## src/rtl/alarmclock_defs_pkg.sv

```systemverilog
// rtl/alarmclock_defs_pkg.sv - shared BCD limits, time_bcd field positions and reset time
package alarmclock_defs;

    localparam logic [7:0]  SEC_MAX  = 8'h59;
    localparam logic [7:0]  MIN_MAX  = 8'h59;
    localparam logic [7:0]  HOUR_MAX = 8'h23;

    localparam int HOUR_HI = 15;
    localparam int HOUR_LO = 8;
    localparam int MIN_HI  = 7;
    localparam int MIN_LO  = 0;

    localparam logic [15:0] DEFAULT_RESET_TIME = 16'h1200;

    // Two-digit BCD increment with wrap at max; each digit is stepped on its own.
    function automatic logic [7:0] bcd_inc2(input logic [7:0] val, input logic [7:0] max);
        logic [3:0] tens;
        logic [3:0] units;
        tens  = val[7:4];
        units = val[3:0];
        if (val == max) begin
            return 8'h00;
        end else if (units == 4'd9) begin
            return {tens + 4'd1, 4'd0};
        end else begin
            return {tens, units + 4'd1};
        end
    endfunction

endpackage

```

## src/rtl/time_counter_bcd_mod_counter.sv

```systemverilog
// rtl/time_counter_bcd_mod_counter.sv - two-digit BCD counter 00..MAX with carry out
module bcd_mod_counter
    import alarmclock_defs::*;
#(
    parameter logic [7:0] MAX = 8'h59
) (
    input  logic       clk,
    input  logic       rst,
    input  logic [7:0] rst_val,
    input  logic       inc,
    output logic [7:0] value,
    output logic       carry
);

    assign carry = inc && (value == MAX);

    always_ff @(posedge clk) begin
        if (rst) begin
            value <= rst_val;
        end else if (inc) begin
            value <= bcd_inc2(value, MAX);
        end
    end

endmodule

```

## src/rtl/time_counter.sv

```systemverilog
// rtl/time_counter.sv - live HH:MM:SS time-of-day counter with set mode
module time_counter
    import alarmclock_defs::*;
#(
    parameter int          CLK_DIV    = 50000000,
    parameter logic [15:0] RESET_TIME = DEFAULT_RESET_TIME
) (
    input  logic        clk,
    input  logic        rst,
    input  logic        set_en,
    input  logic        inc_min,
    input  logic        inc_hour,
    output logic [15:0] time_bcd,
    output logic [7:0]  sec_bcd,
    output logic        sec_tick,
    output logic        min_tick
);

    localparam int PW = $clog2(CLK_DIV);

    logic [PW-1:0] presc;
    logic          sec_edge;
    logic          sec_carry;
    logic          min_carry;
    logic          min_inc;
    logic          hour_inc;
    logic [7:0]    min_val;
    logic [7:0]    hour_val;

    assign sec_edge = !set_en && (presc == PW'(CLK_DIV - 1));

    // Prescaler restarts from zero whenever set mode is active, so resume is a full second.
    always_ff @(posedge clk) begin
        if (rst || set_en || sec_edge) begin
            presc <= '0;
        end else begin
            presc <= presc + PW'(1);
        end
    end

    bcd_mod_counter #(.MAX(SEC_MAX)) u_sec (
        .clk     (clk),
        .rst     (rst || set_en),
        .rst_val (8'h00),
        .inc     (sec_edge),
        .value   (sec_bcd),
        .carry   (sec_carry)
    );

    assign min_inc = sec_carry || (set_en && inc_min);

    bcd_mod_counter #(.MAX(MIN_MAX)) u_min (
        .clk     (clk),
        .rst     (rst),
        .rst_val (RESET_TIME[MIN_HI:MIN_LO]),
        .inc     (min_inc),
        .value   (min_val),
        .carry   (min_carry)
    );

    // Minute wrap from a set-mode button must not bump the hour.
    assign hour_inc = (min_carry && !set_en) || (set_en && inc_hour);

    bcd_mod_counter #(.MAX(HOUR_MAX)) u_hour (
        .clk     (clk),
        .rst     (rst),
        .rst_val (RESET_TIME[HOUR_HI:HOUR_LO]),
        .inc     (hour_inc),
        .value   (hour_val),
        .carry   ()
    );

    assign time_bcd = {hour_val, min_val};

    always_ff @(posedge clk) begin
        if (rst) begin
            sec_tick <= 1'b0;
            min_tick <= 1'b0;
        end else begin
            sec_tick <= sec_edge;
            min_tick <= sec_carry;
        end
    end

endmodule
```

## config.mk

```make
export PLATFORM = sky130hd
export DESIGN_NAME = time_counter
export DESIGN_NICKNAME = d
export VERILOG_FILES = /design/src/rtl/alarmclock_defs_pkg.sv /design/src/rtl/time_counter_bcd_mod_counter.sv /design/src/rtl/time_counter.sv
export SDC_FILE = /design/constraint.sdc
export NUM_CORES = 1
export LEC_CHECK = 0
export CORE_ASPECT_RATIO = 1.1
export CORE_MARGIN = 3
export CORE_UTILIZATION = 55
export DETAILED_ROUTE_END_ITERATION = 6
export HOLD_SLACK_MARGIN = 0.1
export PLACE_DENSITY = 0.78
export RECOVER_POWER = 100
export SYNTH_ARGS = -nofsm -noshare
export SYNTH_HDL_FRONTEND = slang
export SYNTH_SLANG_ARGS = --single-unit
export TNS_END_PERCENT = 30
```

## constraint.sdc

```tcl
create_clock -name clk -period 2.5 [get_ports clk]
set_input_delay 0.5 -clock clk [delete_from_list [all_inputs] [get_ports clk]]
set_output_delay 0.5 -clock clk [all_outputs]
set_load 0.01 [all_outputs]
```

==> results of run 1 <==
==> layer usage <==
| metal | global-route usage (%) | vias to the layer above | part of all wire (%) |
|---|---|---|---|
| met5 | 0 | - | 0 |
| met4 | 6.09 | 0 | 0.90 |
| met3 | 3.78 | 6 | 4.7 |
| met2 | 35.7 | 65 | 50 |
| met1 | 28.4 | 1119 | 44 |
| li1 | - | 1191 | - |
==> cell usage after synthesis, types with 2 or more instances <==
cell type	count
sky130_fd_sc_hd__a21boi_0	2
sky130_fd_sc_hd__a21oi_1	14
sky130_fd_sc_hd__a31oi_1	2
sky130_fd_sc_hd__and2_1	6
sky130_fd_sc_hd__and3_1	2
sky130_fd_sc_hd__and3b_1	4
sky130_fd_sc_hd__and4_1	9
sky130_fd_sc_hd__and4b_1	2
sky130_fd_sc_hd__and4bb_2	2
sky130_fd_sc_hd__buf_2	4
sky130_fd_sc_hd__clkbuf_1	4
sky130_fd_sc_hd__dfxtp_1	52
sky130_fd_sc_hd__ha_1	13
sky130_fd_sc_hd__inv_1	11
sky130_fd_sc_hd__mux2i_1	5
sky130_fd_sc_hd__nand2_1	27
sky130_fd_sc_hd__nand2b_1	2
sky130_fd_sc_hd__nand3_1	18
sky130_fd_sc_hd__nand4_1	6
sky130_fd_sc_hd__nor2_1	40
sky130_fd_sc_hd__nor3_1	8
sky130_fd_sc_hd__nor3b_1	4
sky130_fd_sc_hd__nor4_1	5
sky130_fd_sc_hd__o21ai_0	13
sky130_fd_sc_hd__o22ai_1	2
sky130_fd_sc_hd__or3_1	10
sky130_fd_sc_hd__xnor2_1	16
sky130_fd_sc_hd__xor2_1	8
==> through the flow <==
| stage | power (W) | setup WS (ns) | std cells | util (%) | area (um2) |
|---|---|---|---|---|---|
| after detailed placement | 0.000927 | 0.158 | 399 | 65.6 | 3100 |
| after CTS | 0.00141 | 0.461 | 407 | 67.6 | 3190 |
| final | 0.00139 | 0.332 | 407 | 67.4 | 3180 |
| after global placement | 0.000926 | 0.184 | 399 | 65.6 | 3100 |
| after floorplan | 0.000897 | 0.584 | 316 | - | 2710 |
| after global routing | 0.00145 | 0.141 | 407 | 67.4 | 3180 |
==> placed cells by master, fill, tap and decap left out, types with 3 or more instances in the layout <==
master                           n
sky130_fd_sc_hd__xor2_1          8
sky130_fd_sc_hd__nor3b_1         4
sky130_fd_sc_hd__nand2_1        27
sky130_fd_sc_hd__nand3_1        18
sky130_fd_sc_hd__nor4_1          5
sky130_fd_sc_hd__and2_1          6
sky130_fd_sc_hd__and3b_1         4
sky130_fd_sc_hd__dlygate4sd3_1  28
sky130_fd_sc_hd__nor3_1          8
sky130_fd_sc_hd__and4_1          9
sky130_fd_sc_hd__ha_1           13
sky130_fd_sc_hd__o21ai_0        13
sky130_fd_sc_hd__mux2i_1         5
sky130_fd_sc_hd__nand4_1         6
sky130_fd_sc_hd__buf_4           3
sky130_fd_sc_hd__inv_1          11
sky130_fd_sc_hd__nor2_1         40
sky130_fd_sc_hd__or3_1          10
sky130_fd_sc_hd__dfxtp_1        52
sky130_fd_sc_hd__a21oi_1        14
sky130_fd_sc_hd__xnor2_1        16
sky130_fd_sc_hd__clkbuf_8        6
==> state kept, by name, indices dropped and copies added, names as in the netlist <==
register      cells
u_sec.value       8
sec_tick          1
presc            26
u_hour.value      8
u_min.value       8
min_tick          1
==> worst max path at each step <==
stage	from	end
3_5_place_dp	set_en	u_sec.value[7]$_SDFFE_PP0P_
3_3_place_gp	set_en	u_sec.value[7]$_SDFFE_PP0P_
6_report	set_en	u_sec.value[7]$_SDFFE_PP0P_
4_1_cts	presc[7]$_SDFF_PP0_	presc[23]$_SDFF_PP0_
2_1_floorplan	set_en	u_sec.value[7]$_SDFFE_PP0P_
5_1_grt	set_en	u_sec.value[3]$_SDFFE_PP0P_
==> critical path, stage by stage <==
cell,delay [ns]
sky130_fd_sc_hd__dlygate4sd3_1,0.58
sky130_fd_sc_hd__nor3b_1,0.17
sky130_fd_sc_hd__and4_1,0.31
sky130_fd_sc_hd__nand4_4,0.16
sky130_fd_sc_hd__or4_1,0.52
sky130_fd_sc_hd__a21oi_1,0.15
==> power by group through the flow <==
stage	registers, W	clock network [W]	logic (W)
floorplan	0.000861	0	0.0000355
global placement	0.000860	0	0.0000663
detailed placement	0.000860	0	0.0000669
CTS	0.000841	0.000504	0.0000674
global route	0.000843	0.000535	0.0000719
finish	0.000841	0.000488	0.0000640
==> area by class of cell <==
type / instances / area [um2]
multi-input cells: 243 / 1580
fillers: 416 / 1540
flip-flops and latches: 52 / 1040
repair buffers: 36 / 350
clock buffers: 6 / 82.6
well taps: 56 / 70.1
inverters: 12 / 45.0
clock inverters: 2 / 10.0
==> cell families after synthesis <==
logic type               after synthesis
AO/OA/AOI/OAI                         43
AND/OR/NAND/NOR                      158
XOR/XNOR                              24
buffers and inverters                 21
adder cells (fa/ha/maj)               13
multiplexers                           5
flip-flops                            52
==> run summary, run 1 <==
The minimum clock period after layout is ~2.2 ns. In this run the core area contains 26 standard-cell rows. The largest net degree at the start of global routing came out at 24. Yosys printed 0 warnings. The number of clock sinks seen by CTS is between 50 and 60.

The slew at the pin with the worst max-slew slack came out at approximately 0.6 ns. The sequential power share is between 60 and 70%. The minimum hold slack came out at roughly 0.47 ns. The clock input transition at the sequential cells of the worst setup and hold paths is ~0.09 ns. The net switching fraction of the power is ~22%. The internal portion of the total power is 0.00108 W. The quantity of I/O buffers inserted on ports is 30. The leakage power is approximately 1.2 nW.

The run finished with clean final reports. In this run the vertical extent of the chip is between 70 and 80 um. The launch instance of the worst register-to-register path is u_min.value[0]$_SDFFE_PP0P_. The post-synthesis share of cell area spent on full adders, half adders and majority gates came out at 6.00%. The hold buffer count at CTS came out at 0.

The post-route fraction of the period consumed by the critical path is around 87%. Of all flip-flops after synthesis, the portion carrying an async set or reset was 0%. The worst setup path is launched from an input port. During I/O placement, the number of pins put on the boundary was 31. By area the synthesized netlist is led by sky130_fd_sc_hd__dfxtp_1 38%, sky130_fd_sc_hd__ha_1 6.0%, sky130_fd_sc_hd__nor2_1 5.5%.

The clock share of power came out at around a third. The routed wire length per instance is around 14 um. The net switching component of the power came out at 0.000311 W. The floorplan die area came out at a little under 6000 um2. Setup slack on the worst reg-to-reg path comes out at between 0.4 and 0.5 ns.

The worst register-to-register path has a depth of 6. The number of hold-slack violations in the final timing report is 0. The weighted congestion at the end of routability-driven global placement came out at 0.865. The number of levels in the clock H-tree came out at 2. The residual DRC count came out at 0. The overflow left after global routing came out at 0. The first global-routing pass estimated around 10000 um of wire. The share of final-layout standard cells stronger than drive strength 1 is between 5 and 6%. The area of the mapped netlist came out at ~2700 um2. Counting instances, the worst hold path has a depth of 1.

The simple-gate portion of the synthesized area came out at about a third. Summed over all failing endpoints, the final setup total negative slack is 0 ns. The gate count after technology mapping came out at between 300 and 400. The antenna diode instance count came out at 0. The relative contribution of combinational cells to total power is 4.6%. At the worst endpoint, the arrival time is around 2.4 ns. The number of nets handed over by synthesis was 334.

Relative to the synthesized area, the layout overhead comes to 17.4%. The highest attainable clock frequency came out at ~460 MHz. The capturing element type of the critical path is a register. In this run the most critical hold path is launched from presc[0]$_SDFF_PP0_. The total routing resource utilization after global routing came out at 21.5%. The hold-critical path endpoint is presc[0]$_SDFF_PP0_. The number of antenna violations at the first check in global routing came out at 0. The final number of max-transition violations came out at 0. The worst hold path class is reg -> reg.

The fraction of synthesized cell area in xor and xnor cells came out at under 10%. The max-cap check violation count came out at 0. The number of synthesized register bits came out at 52. The area share of the largest cell type after synthesis came out at 38.4%. The via count of the first global-routing pass is approximately 2200. The number of detailed-route iterations in the first pass came out at 4.

The clock tree buffer depth came out at 2. The largest vdd supply drop came out at ~0.27 mV. Clock tree synthesis selected as its root buffer the cell sky130_fd_sc_hd__clkbuf_8. The clock network latency to the later pin of the worst-skew pair is roughly 0.30 ns.

The total vias in the final route came out at 2381. TritonCTS built the clock tree. In this run the remaining antenna-violating nets after routing total 0. The number of synthesized flops with an enable pin came out at 0. The number of buffers added by the clock tree synthesis step came out at 5. By area, the combinational part of the netlist is dominated by simple AND/OR/NAND/NOR gates. Setup repair after global routing left no endpoint under its margin.

For this run, the leading register cell type out of synthesis is sky130_fd_sc_hd__dfxtp_1. For this configuration, the core starts out at a cell density of a little under three fifths. Power spread over the standard cell area amounts to 438 nW/um2.

The proportion of synthesized area in mux cells is ~1.8%. The clock skew after layout came out at roughly 0.009 ns. The share of the synthesized area in compound gates (AO/OA/AOI/OAI) came out at under 10%. The number of vias per cell after detailed routing came out at roughly 5.9. The most area-hungry cell type in the Yosys netlist is sky130_fd_sc_hd__dfxtp_1. Measured along the x axis, the die boundary spans around 73 um.

The post-detailed-routing wire length is about 5800 um. The mean cell area of the mapped netlist is roughly 8.6 um2. The setup violation total in the final timing report is 0.

The final layout contains ~370 nets. The area of the core region is around 4700 um2. Counting distinct cell types in the post-synthesis netlist gives 53. After clock tree synthesis, the repair step resized 0 gates. The total half-perimeter wirelength after legalization and detailed placement is roughly 4200 um.

The post-CTS repair timing setup buffer count came out at 0. The setup path with the least slack is of type in -> reg. The largest fanout of any net on the critical path is 8. The capturing point of the worst reg2reg path is u_hour.value[1]$_SDFFE_PP1P_. The worst slew slack as a fraction of its limit came out at around 60%. For this block, the initial DRC count from the detailed router was between 100 and 150.

Of the synthesized area, sequential elements account for 38.4%. At the worst endpoint, the required time is approximately 2.7 ns.
Power figures use the tool's default switching activity.
==> run 2, diff against run 1 <==
Settings changed: GPL_TIMING_DRIVEN set to 0, MAX_ROUTING_LAYER set to met4.
==> run 2 against run 1 <==
Against the previous run:
- sequential cell count is the same
- count of clock-buffer cells in the layout is the same
- utilization shrank 1.3 points
- design area shrank 1.9%
- non-clock buffer count grew 1
- critical path type is now reg -> reg
- final cell count is the same
- largest cell class unchanged
- sequential power is essentially flat
- hold slack lost 0.011 ns
- global-route usage grew 0.10 points
- first-iteration DRC count grew 26%
==> run summary, run 2 (synthesized netlist as in run 1, its figures left out) <==
Leaving out fill and tap cells, the most frequent cells in the layout are 52 x sky130_fd_sc_hd__dfxtp_1, 40 x sky130_fd_sc_hd__nor2_1, 27 x sky130_fd_sc_hd__nand2_1. STA classifies the critical path endpoint as a register. The slew at the pin with the worst max-slew slack is between 0.6 and 0.7 ns. The number of cells traversed by the worst hold path is 1. The routed layout has 2377 vias. Row generation in the floorplan step produced 26 rows.

In this run, post-CTS repair resized a total of 0 instances. The worst slew slack as a fraction of its limit came out at 56.4%. The minimum clock period after layout is between 2 and 2.5 ns. For this configuration, the core starts out at a cell density of a little under three fifths. The number of buffers added by the clock tree synthesis step came out at 5. Compared with the post-synthesis result, the final layout area differs by 15.1%.

The flip-flop count of the largest register after layout is 26. The post-CTS repair timing setup buffer count is 0. The number of hold-slack violations in the final timing report is 0.

After clock tree synthesis, the flow added hold-fix buffers numbering 0. The most critical setup path has its startpoint at u_min.value[0]$_SDFFE_PP0P_. The clock tree buffer depth came out at 2. The clock input transition at the sequential cells of the worst setup and hold paths is 0.09 ns.

The quantity of I/O buffers inserted on ports is 28. In this run, the number of DRC markers left after iteration 0 of detailed routing was 150. Across the run, the number of max-cap violations was 0.

Before CTS, the worst setup slack after placement is approximately 0.3 ns. The post-detailed-routing wire length came out at 5820 um. The first-pass GRT wire length came out at about 9800 um.

The residual DRC count came out at 0. The run finished with clean final reports. The width of the die came out at around 73 um.

The cell area power density came out at approximately 430 nW/um2. After detailed routing, the number of vias per cell comes to roughly 5.8. The min-delay analysis places its worst path in the category reg -> reg. The floorplan step defined a die boundary enclosing around 5800 um2. The root cell of the clock tree is sky130_fd_sc_hd__clkbuf_8.

The post-route worst setup slack is between 0.2 and 0.25 ns. Setup repair after global routing left no endpoint under its margin. The leakage power is 1.14 nW. The startpoint identified for the worst register-to-register timing path is u_min.value[0]$_SDFFE_PP0P_.

Following the worst setup path forward leads to its endpoint at u_hour.value[4]$_SDFFE_PP1P_. The via count of the first global-routing pass came to 2236. The clock skew after layout came out at roughly 0.0061 ns.

The setup violation total in the final timing report is 0. Counting flops per register, the top entry is presc. TritonCTS built the clock tree.

The first detailed-routing pass took 4 iterations. The number of antenna violations at the first check in global routing is 0. IR analysis of the VDD net gives a maximum drop of between 0.3 and 0.4 mV. The total negative slack for setup checks is 0 ns. Once detail routing completed, the nets flagged for antenna violations numbered 0. The final number of max-transition violations came out at 0. Measured along the y axis, the die boundary spans approximately 80 um. The worst register-to-register path has a setup slack of ~0.24 ns.

The number of nets in the finished design came out at between 300 and 400. The antenna diode instance count came out at 0. The endpoint identified for the worst register-to-register timing path is u_hour.value[4]$_SDFFE_PP1P_.

The data arrival time of the critical path came out at approximately 2.4 ns. The region available for standard cell placement spans 4720 um2. The required time reported for the critical path endpoint is 2.67 ns. The total half-perimeter wirelength after legalization and detailed placement came out at 4240 um. The type of the worst setup path is reg -> reg. The largest fanout of any net on the critical path came out at 9. The number of clock sinks seen by CTS is 52. The largest net degree at the start of global routing came out at 15. For this design the top-level I/O count stands at 31.

STA classifies the critical path startpoint as a register. The share of final-layout standard cells stronger than drive strength 1 is 4.56%. The routed wire length per instance came out at roughly 14 um. Timing would allow up to roughly 440 MHz.

The overflow left after global routing is 0. The library cell used most frequently in the layout, excluding fill and tap cells, is sky130_fd_sc_hd__dfxtp_1. The clock network latency to the later pin of the worst-skew pair is about 0.3 ns. The total routing resource utilization after global routing is 21.6%.

The length in cells of the worst reg-to-reg path is 7. The post-route fraction of the period consumed by the critical path is around nine tenths. The weighted congestion at the end of routability-driven global placement is between 0.8 and 0.9. The number of levels in the clock H-tree came out at 2.
[run 2: power breakdown]
part	leakage, nW	total (W)	switching (W)	internal (W)
clock network	0.0410	0.000446	0.000255	0.000191
logic	0.682	0.0000587	0.0000364	0.0000223
registers	0.420	0.000841	0.00000727	0.000833
total	1.14	0.00135	0.000299	0.00105
[run 2: worst min path at each step]
stage / start / to
after floorplan: presc[0]$_SDFF_PP0_ / presc[0]$_SDFF_PP0_
after global placement: presc[0]$_SDFF_PP0_ / presc[0]$_SDFF_PP0_
after detailed placement: presc[0]$_SDFF_PP0_ / presc[0]$_SDFF_PP0_
after CTS: presc[0]$_SDFF_PP0_ / presc[0]$_SDFF_PP0_
after global routing: presc[0]$_SDFF_PP0_ / presc[0]$_SDFF_PP0_
final: presc[0]$_SDFF_PP0_ / presc[0]$_SDFF_PP0_
[run 2: final cells by class]
class	count	area [um2]
Inverter	12	45.0
Clock buffer	6	72.6
Fill cell	408	1600
Tap cell	56	70.1
Sequential cell	52	1040
Multi-Input combinational cell	243	1560
Clock inverter	1	5.00
Buffer	9	41.3
Timing Repair Buffer	28	280
[run 2: worst max-delay path, stage by stage (launching register included)]
cell and delay, ns:
sky130_fd_sc_hd__dfxtp_1 0.44, sky130_fd_sc_hd__ha_1 0.17, sky130_fd_sc_hd__and3b_1 0.15, sky130_fd_sc_hd__clkbuf_1 0.30, sky130_fd_sc_hd__and4_1 0.27, sky130_fd_sc_hd__nand4b_1 0.27
sky130_fd_sc_hd__a21boi_0 0.38, sky130_fd_sc_hd__o221ai_1 0.15
[run 2: layer usage]
layer / wire length (um) / vias to the layer above / GRT usage (%)
met5: 0 / - / -
met3: 221 / 9 / 4.66
met4: 106 / 0 / 9.41
met2: 2740 / 58 / 35.7
met1: 2750 / 1114 / 25.0
li1: - / 1196 / -
[run 2: through the flow]
stage               total power [W]  instance area [um2]  instances  utilization [%]  hold slack, ns
floorplan                  0.000897                 2710        316                -           0.413
global placement           0.000920                 3060        400             64.9           0.425
detailed placement         0.000921                 3060        400             64.9           0.443
CTS                         0.00136                 3140        407             66.5           0.460
global route                0.00141                 3120        407             66.1           0.483
finish                      0.00135                 3120        407             66.1           0.456
